===== src/rtl/text_display_pkg.sv =====
// Shared types and constants for the text display scheduler.
package text_display_pkg;

    typedef enum logic [1:0] {
        ST_IDLE = 2'd0,
        ST_SHOW = 2'd1,
        ST_GAP  = 2'd2
    } sched_state_e;

    localparam int unsigned TEXT_DWELL_DEFAULT = 2000;
    localparam int unsigned TEXT_GAP_DEFAULT   = 100;

    // Counter width large enough to hold the longer of the two intervals.
    function automatic int unsigned timer_width(input int unsigned dwell, input int unsigned gap);
        return $clog2(((dwell > gap) ? dwell : gap) + 1);
    endfunction

endpackage


===== src/rtl/text_dwell_timer.sv =====
// Generic loadable down-counter; terminal count when it reaches zero. Never wraps.
module text_dwell_timer #(
    parameter int unsigned W = 4
) (
    input  logic         clk,
    input  logic         reset,
    input  logic         load,
    input  logic [W-1:0] load_val,
    output logic         tc_c
);

    logic [W-1:0] count;

    always_ff @(posedge clk) begin
        if (reset) begin
            count <= '0;
        end else if (load) begin
            count <= load_val;
        end else if (count != '0) begin
            count <= count - W'(1);
        end
    end

    assign tc_c = (count == '0);

endmodule


===== src/rtl/text_display_scheduler.sv =====
// Round-robin owner of the shared text display with fixed dwell and blank gap.
// Define TEXT_SCHED_FIXED_PRIO_EN for fixed priority (lowest index wins).
module text_display_scheduler
    import text_display_pkg::*;
#(
    parameter int unsigned NUM_REQ      = 4,
    parameter int unsigned MSG_W        = 4,
    parameter int unsigned DWELL_CYCLES = TEXT_DWELL_DEFAULT,
    parameter int unsigned GAP_CYCLES   = TEXT_GAP_DEFAULT
) (
    input  logic                     clk,
    input  logic                     reset,
    input  logic [NUM_REQ-1:0]       req,
    input  logic [NUM_REQ*MSG_W-1:0] req_msg,
    output logic                     show,
    output logic [MSG_W-1:0]         msg_id,
    output logic [NUM_REQ-1:0]       grant,
    output logic [NUM_REQ-1:0]       done,
    output logic                     busy
);

    localparam int unsigned PTR_W = $clog2(NUM_REQ);
    localparam int unsigned TMR_W = timer_width(DWELL_CYCLES, GAP_CYCLES);
    localparam logic [TMR_W-1:0] DWELL_LOAD = TMR_W'(DWELL_CYCLES - 1);
    localparam logic [TMR_W-1:0] GAP_LOAD   = (GAP_CYCLES == 0) ? '0 : TMR_W'(GAP_CYCLES - 1);

    sched_state_e     state;
    logic [PTR_W-1:0] rr_ptr;
    logic [PTR_W-1:0] owner;
    logic [MSG_W-1:0] msg_arr [NUM_REQ];

    logic [PTR_W:0]   pick_c;
    logic             pick_found_c;
    logic [PTR_W-1:0] pick_idx_c;
    logic             tmr_load_c;
    logic [TMR_W-1:0] tmr_val_c;
    logic             tmr_tc_c;
    logic             show_end_c;

    // First set request at or after ptr, wrapping around.
    function automatic logic [PTR_W:0] rr_pick(input logic [NUM_REQ-1:0] r,
                                               input logic [PTR_W-1:0]   ptr);
        logic [PTR_W:0] res;
        logic [31:0]    idx;
        res = '0;
        for (int i = NUM_REQ - 1; i >= 0; i--) begin
            idx = (32'(ptr) + 32'(i)) % NUM_REQ;
            if (r[PTR_W'(idx)]) res = {1'b1, PTR_W'(idx)};
        end
        return res;
    endfunction

    for (genvar g = 0; g < NUM_REQ; g++) begin : g_msg
        assign msg_arr[g] = req_msg[g*MSG_W +: MSG_W];
    end

    // Arbitration and timer load on every state entry.
    always_comb begin
        pick_c       = rr_pick(req, rr_ptr);
        pick_found_c = pick_c[PTR_W];
        pick_idx_c   = pick_c[PTR_W-1:0];
        show_end_c   = tmr_tc_c || !req[owner];
        tmr_load_c   = 1'b0;
        tmr_val_c    = '0;
        case (state)
            ST_IDLE: begin
                if (pick_found_c) begin
                    tmr_load_c = 1'b1;
                    tmr_val_c  = DWELL_LOAD;
                end
            end
            ST_SHOW: begin
                if (show_end_c) begin
                    tmr_load_c = 1'b1;
                    tmr_val_c  = GAP_LOAD;
                end
            end
            ST_GAP: begin
                if (tmr_tc_c) begin
                    tmr_load_c = 1'b1;
                    tmr_val_c  = '0;
                end
            end
            default: begin
                tmr_load_c = 1'b1;
                tmr_val_c  = '0;
            end
        endcase
    end

    text_dwell_timer #(
        .W(TMR_W)
    ) u_timer (
        .clk     (clk),
        .reset   (reset),
        .load    (tmr_load_c),
        .load_val(tmr_val_c),
        .tc_c    (tmr_tc_c)
    );

    always_ff @(posedge clk) begin
        if (reset) begin
            state  <= ST_IDLE;
            rr_ptr <= '0;
            owner  <= '0;
            show   <= 1'b0;
            msg_id <= '0;
            grant  <= '0;
            done   <= '0;
            busy   <= 1'b0;
        end else begin
            done <= '0;
            case (state)
                ST_IDLE: begin
                    if (pick_found_c) begin
                        state  <= ST_SHOW;
                        owner  <= pick_idx_c;
                        grant  <= NUM_REQ'(1) << pick_idx_c;
                        msg_id <= msg_arr[pick_idx_c];
                        show   <= 1'b1;
                        busy   <= 1'b1;
`ifdef TEXT_SCHED_FIXED_PRIO_EN
                        rr_ptr <= '0;
`else
                        rr_ptr <= PTR_W'((32'(pick_idx_c) + 32'd1) % NUM_REQ);
`endif
                    end
                end
                ST_SHOW: begin
                    // Expiry wins over a simultaneous drop, so done still pulses.
                    if (show_end_c) begin
                        show   <= 1'b0;
                        grant  <= '0;
                        msg_id <= '0;
                        done   <= tmr_tc_c ? grant : '0;
                        if (GAP_CYCLES == 0) begin
                            state <= ST_IDLE;
                            busy  <= 1'b0;
                        end else begin
                            state <= ST_GAP;
                        end
                    end
                end
                ST_GAP: begin
                    if (tmr_tc_c) begin
                        state <= ST_IDLE;
                        busy  <= 1'b0;
                    end
                end
                default: begin
                    state <= ST_IDLE;
                    show  <= 1'b0;
                    grant <= '0;
                    busy  <= 1'b0;
                end
            endcase
        end
    end

endmodule


===== config.mk =====
export PLATFORM = sky130hd
export DESIGN_NAME = text_display_scheduler
export DESIGN_NICKNAME = d
export VERILOG_FILES = /design/src/rtl/text_display_pkg.sv /design/src/rtl/text_dwell_timer.sv /design/src/rtl/text_display_scheduler.sv
export SDC_FILE = /design/constraint.sdc
export NUM_CORES = 1
export LEC_CHECK = 0
export BUFFER_PORTS_ARGS = -buffer_cell sky130_fd_sc_hd__buf_4
export CORE_UTILIZATION = 30
export DETAILED_ROUTE_END_ITERATION = 10
export HOLD_SLACK_MARGIN = 0.06
export REMOVE_ABC_BUFFERS = 1
export SLEW_MARGIN = 25
export SYNTH_ARGS = -nofsm -noshare
export SYNTH_HDL_FRONTEND = slang
export SYNTH_SLANG_ARGS = --single-unit

===== constraint.sdc =====
create_clock -name clk -period 2.2 [get_ports clk]
set_input_delay 0.33 -clock clk [delete_from_list [all_inputs] [get_ports clk]]
set_output_delay 0.33 -clock clk [all_outputs]
set_load 0.05 [all_outputs]

Word level (Yosys, flattened, before mapping)
Cells that the tools add are included.

operators by class
  add/subtract/negate cells = 5
  order comparisons = 6
  eq/ne operators = 5
  shift operators = 1
  mux-type cells = 40
  bitwise gates (word level) = 5
  reduce and logical (&&, ||, !) cells = 13

operators with widths
  cell                                                                  count
  11-bit two-way mux                                                    3
  11-bit one-hot mux with 2 select lines                                1
  4-bit two-way mux                                                     5
  2-bit by 3-bit < comparator with 1-bit output, second input constant  5
  3-bit two-way mux                                                     4
  4-bit one-hot mux with 3 select lines                                 1
  3-bit AND reduction                                                   4
  11-bit zero test                                                      1
  1-bit two-way mux                                                     11
  11-bit nonzero test                                                   1
  11-bit by 1-bit subtractor with 11-bit output, second input constant  1
  1-bit binary-select mux with 2-bit select                             5
  1-bit one-hot mux with 3 select lines                                 3
  4-bit binary-select mux with 2-bit select                             1
  4-bit one-hot mux with 2 select lines                                 1
  7-bit two-way mux                                                     1
  2-bit two-way mux                                                     3
  2-bit inequality test, second input constant                          3
  2-bit one-hot mux with 3 select lines                                 1
  2-bit by 1-bit adder with 2-bit output, second input constant         2
  2-bit adder, second input constant                                    2
  1-bit NOT                                                             4
  2-bit nonzero test                                                    2
  4-bit OR reduction                                                    1
  other kinds (9)                                                       9

storage, ports and cells
  register bits = 31
  input port bits = 22
  output and inout port bits = 14
  word-level logic and storage cells = 84

Longest topological paths before layout
  depth in word-level cells = 13
  gate-level depth with buffers = 8
  mapped depth without buffers = 7

Modules after synthesis
A second synthesis with hierarchy kept.

second synthesis, totals
  cells, all modules = 197
  area, all modules = 1735.4 um^2

modules (own cells, without submodules)
  module                  times used  cells an instance  area each (um^2)
  text_display_scheduler  1           125                1108.6
  text_dwell_timer        1           72                 626.9

Worst setup path before layout
Ideal clock, no wire load.

  kind = reg-to-reg
  from = reg u_timer.count[1]
  to = reg msg_id[0]
  arrival time = 1.875 ns
  slack = 0.203 ns
  cell stages (with the launch flop) = 8
  buffers on the path = 0
  path through = dfxtp_1 inv_1 ha_1 or2b_2 o41ai_4 nand2_2 and2_4 a221o_1

on the way
  cells in the longest elaborated chain, start to end = 4

RTL lines
  what                                    line                           source
  start, declared                         text_dwell_timer.sv:12         logic [W-1:0] count;
  start signal, assigned                  text_dwell_timer.sv:18         count <= load_val;
  start signal, assigned                  text_dwell_timer.sv:20         count <= count - W'(1);
  11-bit zero test                        text_dwell_timer.sv:24         assign tc_c = (count == '0);
  1-bit logical OR                        text_display_scheduler.sv:62   show_end_c = tmr_tc_c || !req[owner];
  2-bit inequality test (no source line)  --
  3-bit AND reduction (no source line)    --
  end signal, assigned                    text_display_scheduler.sv:119  msg_id <= msg_arr[pick_idx_c];
  end, declared                           text_display_scheduler.sv:16   output logic [MSG_W-1:0] msg_id,

No other way between the ends.
A chain may end at the register's enable or synchronous reset.

Worst setup path after layout
  from = reg u_timer.count[2]
  to = reg msg_id[3]

Same word-level chain as after synthesis.

==> results by group <==
Outcome
  – Result of the run: finished clean

Timing
  – Max-slew violation count: 0
  – Post-route minimum period: 2091 ps
  – Setup-failing EPs final: 0
  – Total negative slack for setup checks: 0 ps
  – Final worst path period share: 0.9506
  – RSZ-0062 raised after global routing: no
  – Setup Skew: 5.651 ps
  – Final-report hold violation count: 0
  – FMAX: 0.4782 GHz
  – Worst slack on hold paths: 321.0 ps
  – Worst slew margin relative to its limit: 0.4978
  – Worst-margin pin slew: 747.6 ps

Floorplan
  – Area enclosed by the die boundary: 0.005909 mm^2
  – Floorplan Core Area: 0.005238 mm^2
  – Effective utilization at floorplan: 0.3211
  – Top-Level Pins: 36
  – Die Span Y: 76.87 um
  – Die boundary width: 76.87 um
  – Floorplan row count: 26

Logic synthesis
  – Netlist area before placement: 0.001682 mm^2
  – Gate Count Post-Synth: 191
  – Count of distinct cell types in the synthesized netlist: 50
  – #FFs+latches synth: 31
  – Syn. warnings: 0
  – Post-synth EDFFs: 0
  – Share of async-settable or async-resettable flops after synthesis: 0
  – Post-Syn Area per Cell: 8.804 um^2
  – Primary FF master, synth: sky130_fd_sc_hd__dfxtp_1
  – Sequential cell area fraction in the yosys report: 0.3690

Power
  – Proportion of power drawn by combinational gates: 0.365
  – Register share of total power: 0.352
  – Power density relative to cell area: 959.2 mW/mm^2
  – Internal power consumption: 1337 uW
  – Clock Power Share: 0.283
  – Post-route total power: 2085 uW
  – Switch Pwr: 747.2 uW
  – Leakage Power: 0.0009323 uW
  – Worst IR Drop VDD: 288.1 uV
  – Switching share of total power: 0.3584

CTS
  – TritonCTS buffer count: 5
  – TritonCTS clock tree: done
  – Clk Latency, worst-skew pair: 290 ps
  – Root buffer cell: sky130_fd_sc_hd__clkbuf_8
  – # hold bufs at CTS: 0
  – Clock Tree Buf Depth: 2
  – Cells resized by post-CTS repair: 0
  – H-tree level count: 2
  – Postcts setup bufs: 0
  – Count of clock tree sinks: 31
  – Post-CTS clock slew at the launch and capture registers of the worst setup and hold paths: 70 ps

Setup path
  – Data required time at the worst endpoint: 2380 ps
  – Gate family responsible for the most delay along the worst path: simple AND/OR/NAND/NOR gates
  – Largest fanout on the critical path: 7
  – Worst path bufs/invs: 0
  – Element type at the critical path end: flop
  – Slowest cell on the critical path: sky130_fd_sc_hd__or3_1
  – Sort of element at the start of the critical path: flop
  – Arrival time at the worst endpoint: 2270 ps
  – Worst reg-to-reg setup slack: 110 ps
  – Critical path class: flop to flop
  – Worst path max stage delay: 530 ps
  – CP cell instances: or3_1, o41ai_4, nand2_2, and2_4, a221o_1

Cells and area
  – Antenna fix cells: 0
  – NumNets Final: 263
  – Area added between synthesis and finish: 29.24%
  – Fraction of final layout cells sized beyond drive strength 1: 0.3080
  – Fill count: 521

Routing
  – Number of routed nets with antenna violations: 0
  – Post-DR wirelength/cell: 12.27 um
  – Number of optimization iterations in the first detailed-route pass: 4
  – Violation count after the first detailed-route iteration: 115
  – Via count normalized by instance count: 4.863
  – Total via count in the routed design: 1,493
  – Total Wirelength: 3766 um
  – Detailed-route DRC error count: 0

Placed design
  – Port Buffer Count: 35
  – Global placer's final weighted congestion: 0.8649
  – Total half-perimeter wirelength after legalization and detailed placement: 2815 um

Run
  – # Max-Cap Violations: 0

Min path
  – Tightest Hold Check Type: input port to flop

Global route
  – Maximum number of pins on one net before global-route repair: 14
  – Global-route wire length before repair: 6279 um
  – Total congestion overflow: 0
  – Total track usage: 0.1361
  – Vias in the first global route: 1,371
  – Initial antenna violation count: 0
metal layers:
layer	up-vias	GRT usage	routed length, um
met1	669	0.1639	1787
met5	-	0	0
met4	0	0.06346	72
met2	43	0.2196	1707
li1	775	-	-
met3	6	0.04167	198
placed cells by master (no fill, tap or decap), types with 3 or more instances in the layout:
cell and instances:
sky130_fd_sc_hd__a221o_1 4, sky130_fd_sc_hd__o21ai_0 8, sky130_fd_sc_hd__ha_1 5, sky130_fd_sc_hd__nand3_1 5, sky130_fd_sc_hd__and2_1 6, sky130_fd_sc_hd__a21boi_0 4
sky130_fd_sc_hd__buf_4 45, sky130_fd_sc_hd__clkbuf_8 6, sky130_fd_sc_hd__nor2_1 16, sky130_fd_sc_hd__xnor2_1 5, sky130_fd_sc_hd__nand2b_1 3, sky130_fd_sc_hd__mux2_2 4
sky130_fd_sc_hd__nor4_1 3, sky130_fd_sc_hd__dfxtp_1 31, sky130_fd_sc_hd__nor3_1 4, sky130_fd_sc_hd__a211oi_1 3, sky130_fd_sc_hd__nand2_1 22, sky130_fd_sc_hd__a21oi_1 20
sky130_fd_sc_hd__inv_1 7
synth_stat cells, types with 2 or more instances:
cell	instances	area (um^2)
sky130_fd_sc_hd__dfxtp_1	31	620.6
sky130_fd_sc_hd__nand2_1	22	82.58
sky130_fd_sc_hd__a21oi_1	20	100.1
sky130_fd_sc_hd__nor2_1	16	60.06
sky130_fd_sc_hd__o21ai_0	8	40.04
sky130_fd_sc_hd__inv_1	7	26.28
sky130_fd_sc_hd__and2_1	6	37.54
sky130_fd_sc_hd__ha_1	5	62.56
sky130_fd_sc_hd__nand3_1	5	25.02
sky130_fd_sc_hd__xnor2_1	5	43.79
sky130_fd_sc_hd__a21boi_0	4	30.03
sky130_fd_sc_hd__a221o_1	4	40.04
sky130_fd_sc_hd__mux2_2	4	45.04
sky130_fd_sc_hd__nor3_1	4	20.02
sky130_fd_sc_hd__a211oi_1	3	22.52
sky130_fd_sc_hd__nand2b_1	3	18.77
sky130_fd_sc_hd__nor4_1	3	18.77
sky130_fd_sc_hd__and2b_1	2	15.01
sky130_fd_sc_hd__and3_1	2	12.51
sky130_fd_sc_hd__buf_6	2	22.52
sky130_fd_sc_hd__clkbuf_1	2	7.510
sky130_fd_sc_hd__o211a_1	2	20.02
sky130_fd_sc_hd__o211ai_1	2	15.01
sky130_fd_sc_hd__or3_2	2	15.01
sky130_fd_sc_hd__or4_4	2	22.52
logic make-up after synthesis:
group | Yosys count | synth area share
flip-flops | 31 | 0.3691
XOR/XNOR | 6 | 0.03125
adder cells (fa/ha/maj) | 5 | 0.03720
multiplexers | 6 | 0.04613
AND/OR/NAND/NOR | 77 | 0.2515
AO/OA/AOI/OAI | 52 | 0.2188
buffers and inverters | 14 | 0.04613
layout make-up:
class                           instances  area, um^2  share of cell area
Clock buffer                            6       82.58             0.03800
Inverter                                7       26.28             0.01209
Tap cell                               70       87.58             0.04030
Multi-Input combinational cell        146       983.4              0.4525
Sequential cell                        31       620.6              0.2856
Clock inverter                          2       35.03             0.01612
Timing Repair Buffer                   45       337.8              0.1554
through the flow:
stage	worst slack, ps	area (um^2)	std cells	util
6_report	108.7	2173	307	0.4150
3_5_place_dp	69.47	2048	298	0.3911
5_1_grt	0.5311	2173	307	0.4150
3_3_place_gp	73.47	2048	298	0.3911
2_1_floorplan	203.0	1630	184	-
4_1_cts	60.33	2166	306	0.4135
worst reg2reg max path: cells and delay by family (launching register included):
family           cells  cell delay (ps)
AO/OA/AOI/OAI        2              820
flip-flops           1              340
AND/OR/NAND/NOR      3              820
path summary, 6_finish.rpt:
path	startpoint	end	cells after the start
worst max register to register	u_timer.count[2]	msg_id[3]	5
worst min register to register	grant[1]	grant[1]	2
worst min-delay path	reset	u_timer.count[1]	2
worst max-delay path	u_timer.count[2]	msg_id[3]	5
state kept, by name, indices dropped and copies added (netlist names):
register / flops
grant: 4
msg_id: 4
rr_ptr: 2
state: 2
busy: 1
show: 1
done: 4
owner: 2
u_timer.count: 11
power groups by stage:
stage          combinational, uW  sequential, uW  clock (uW)
2_1_floorplan                418             852           0
3_3_place_gp                 752             746           0
3_5_place_dp                 755             745           0
4_1_cts                      757             734         603
5_1_grt                      829             747         633
6_report                     761             734         590
Note: power is estimated with default switching activity, not from simulation.
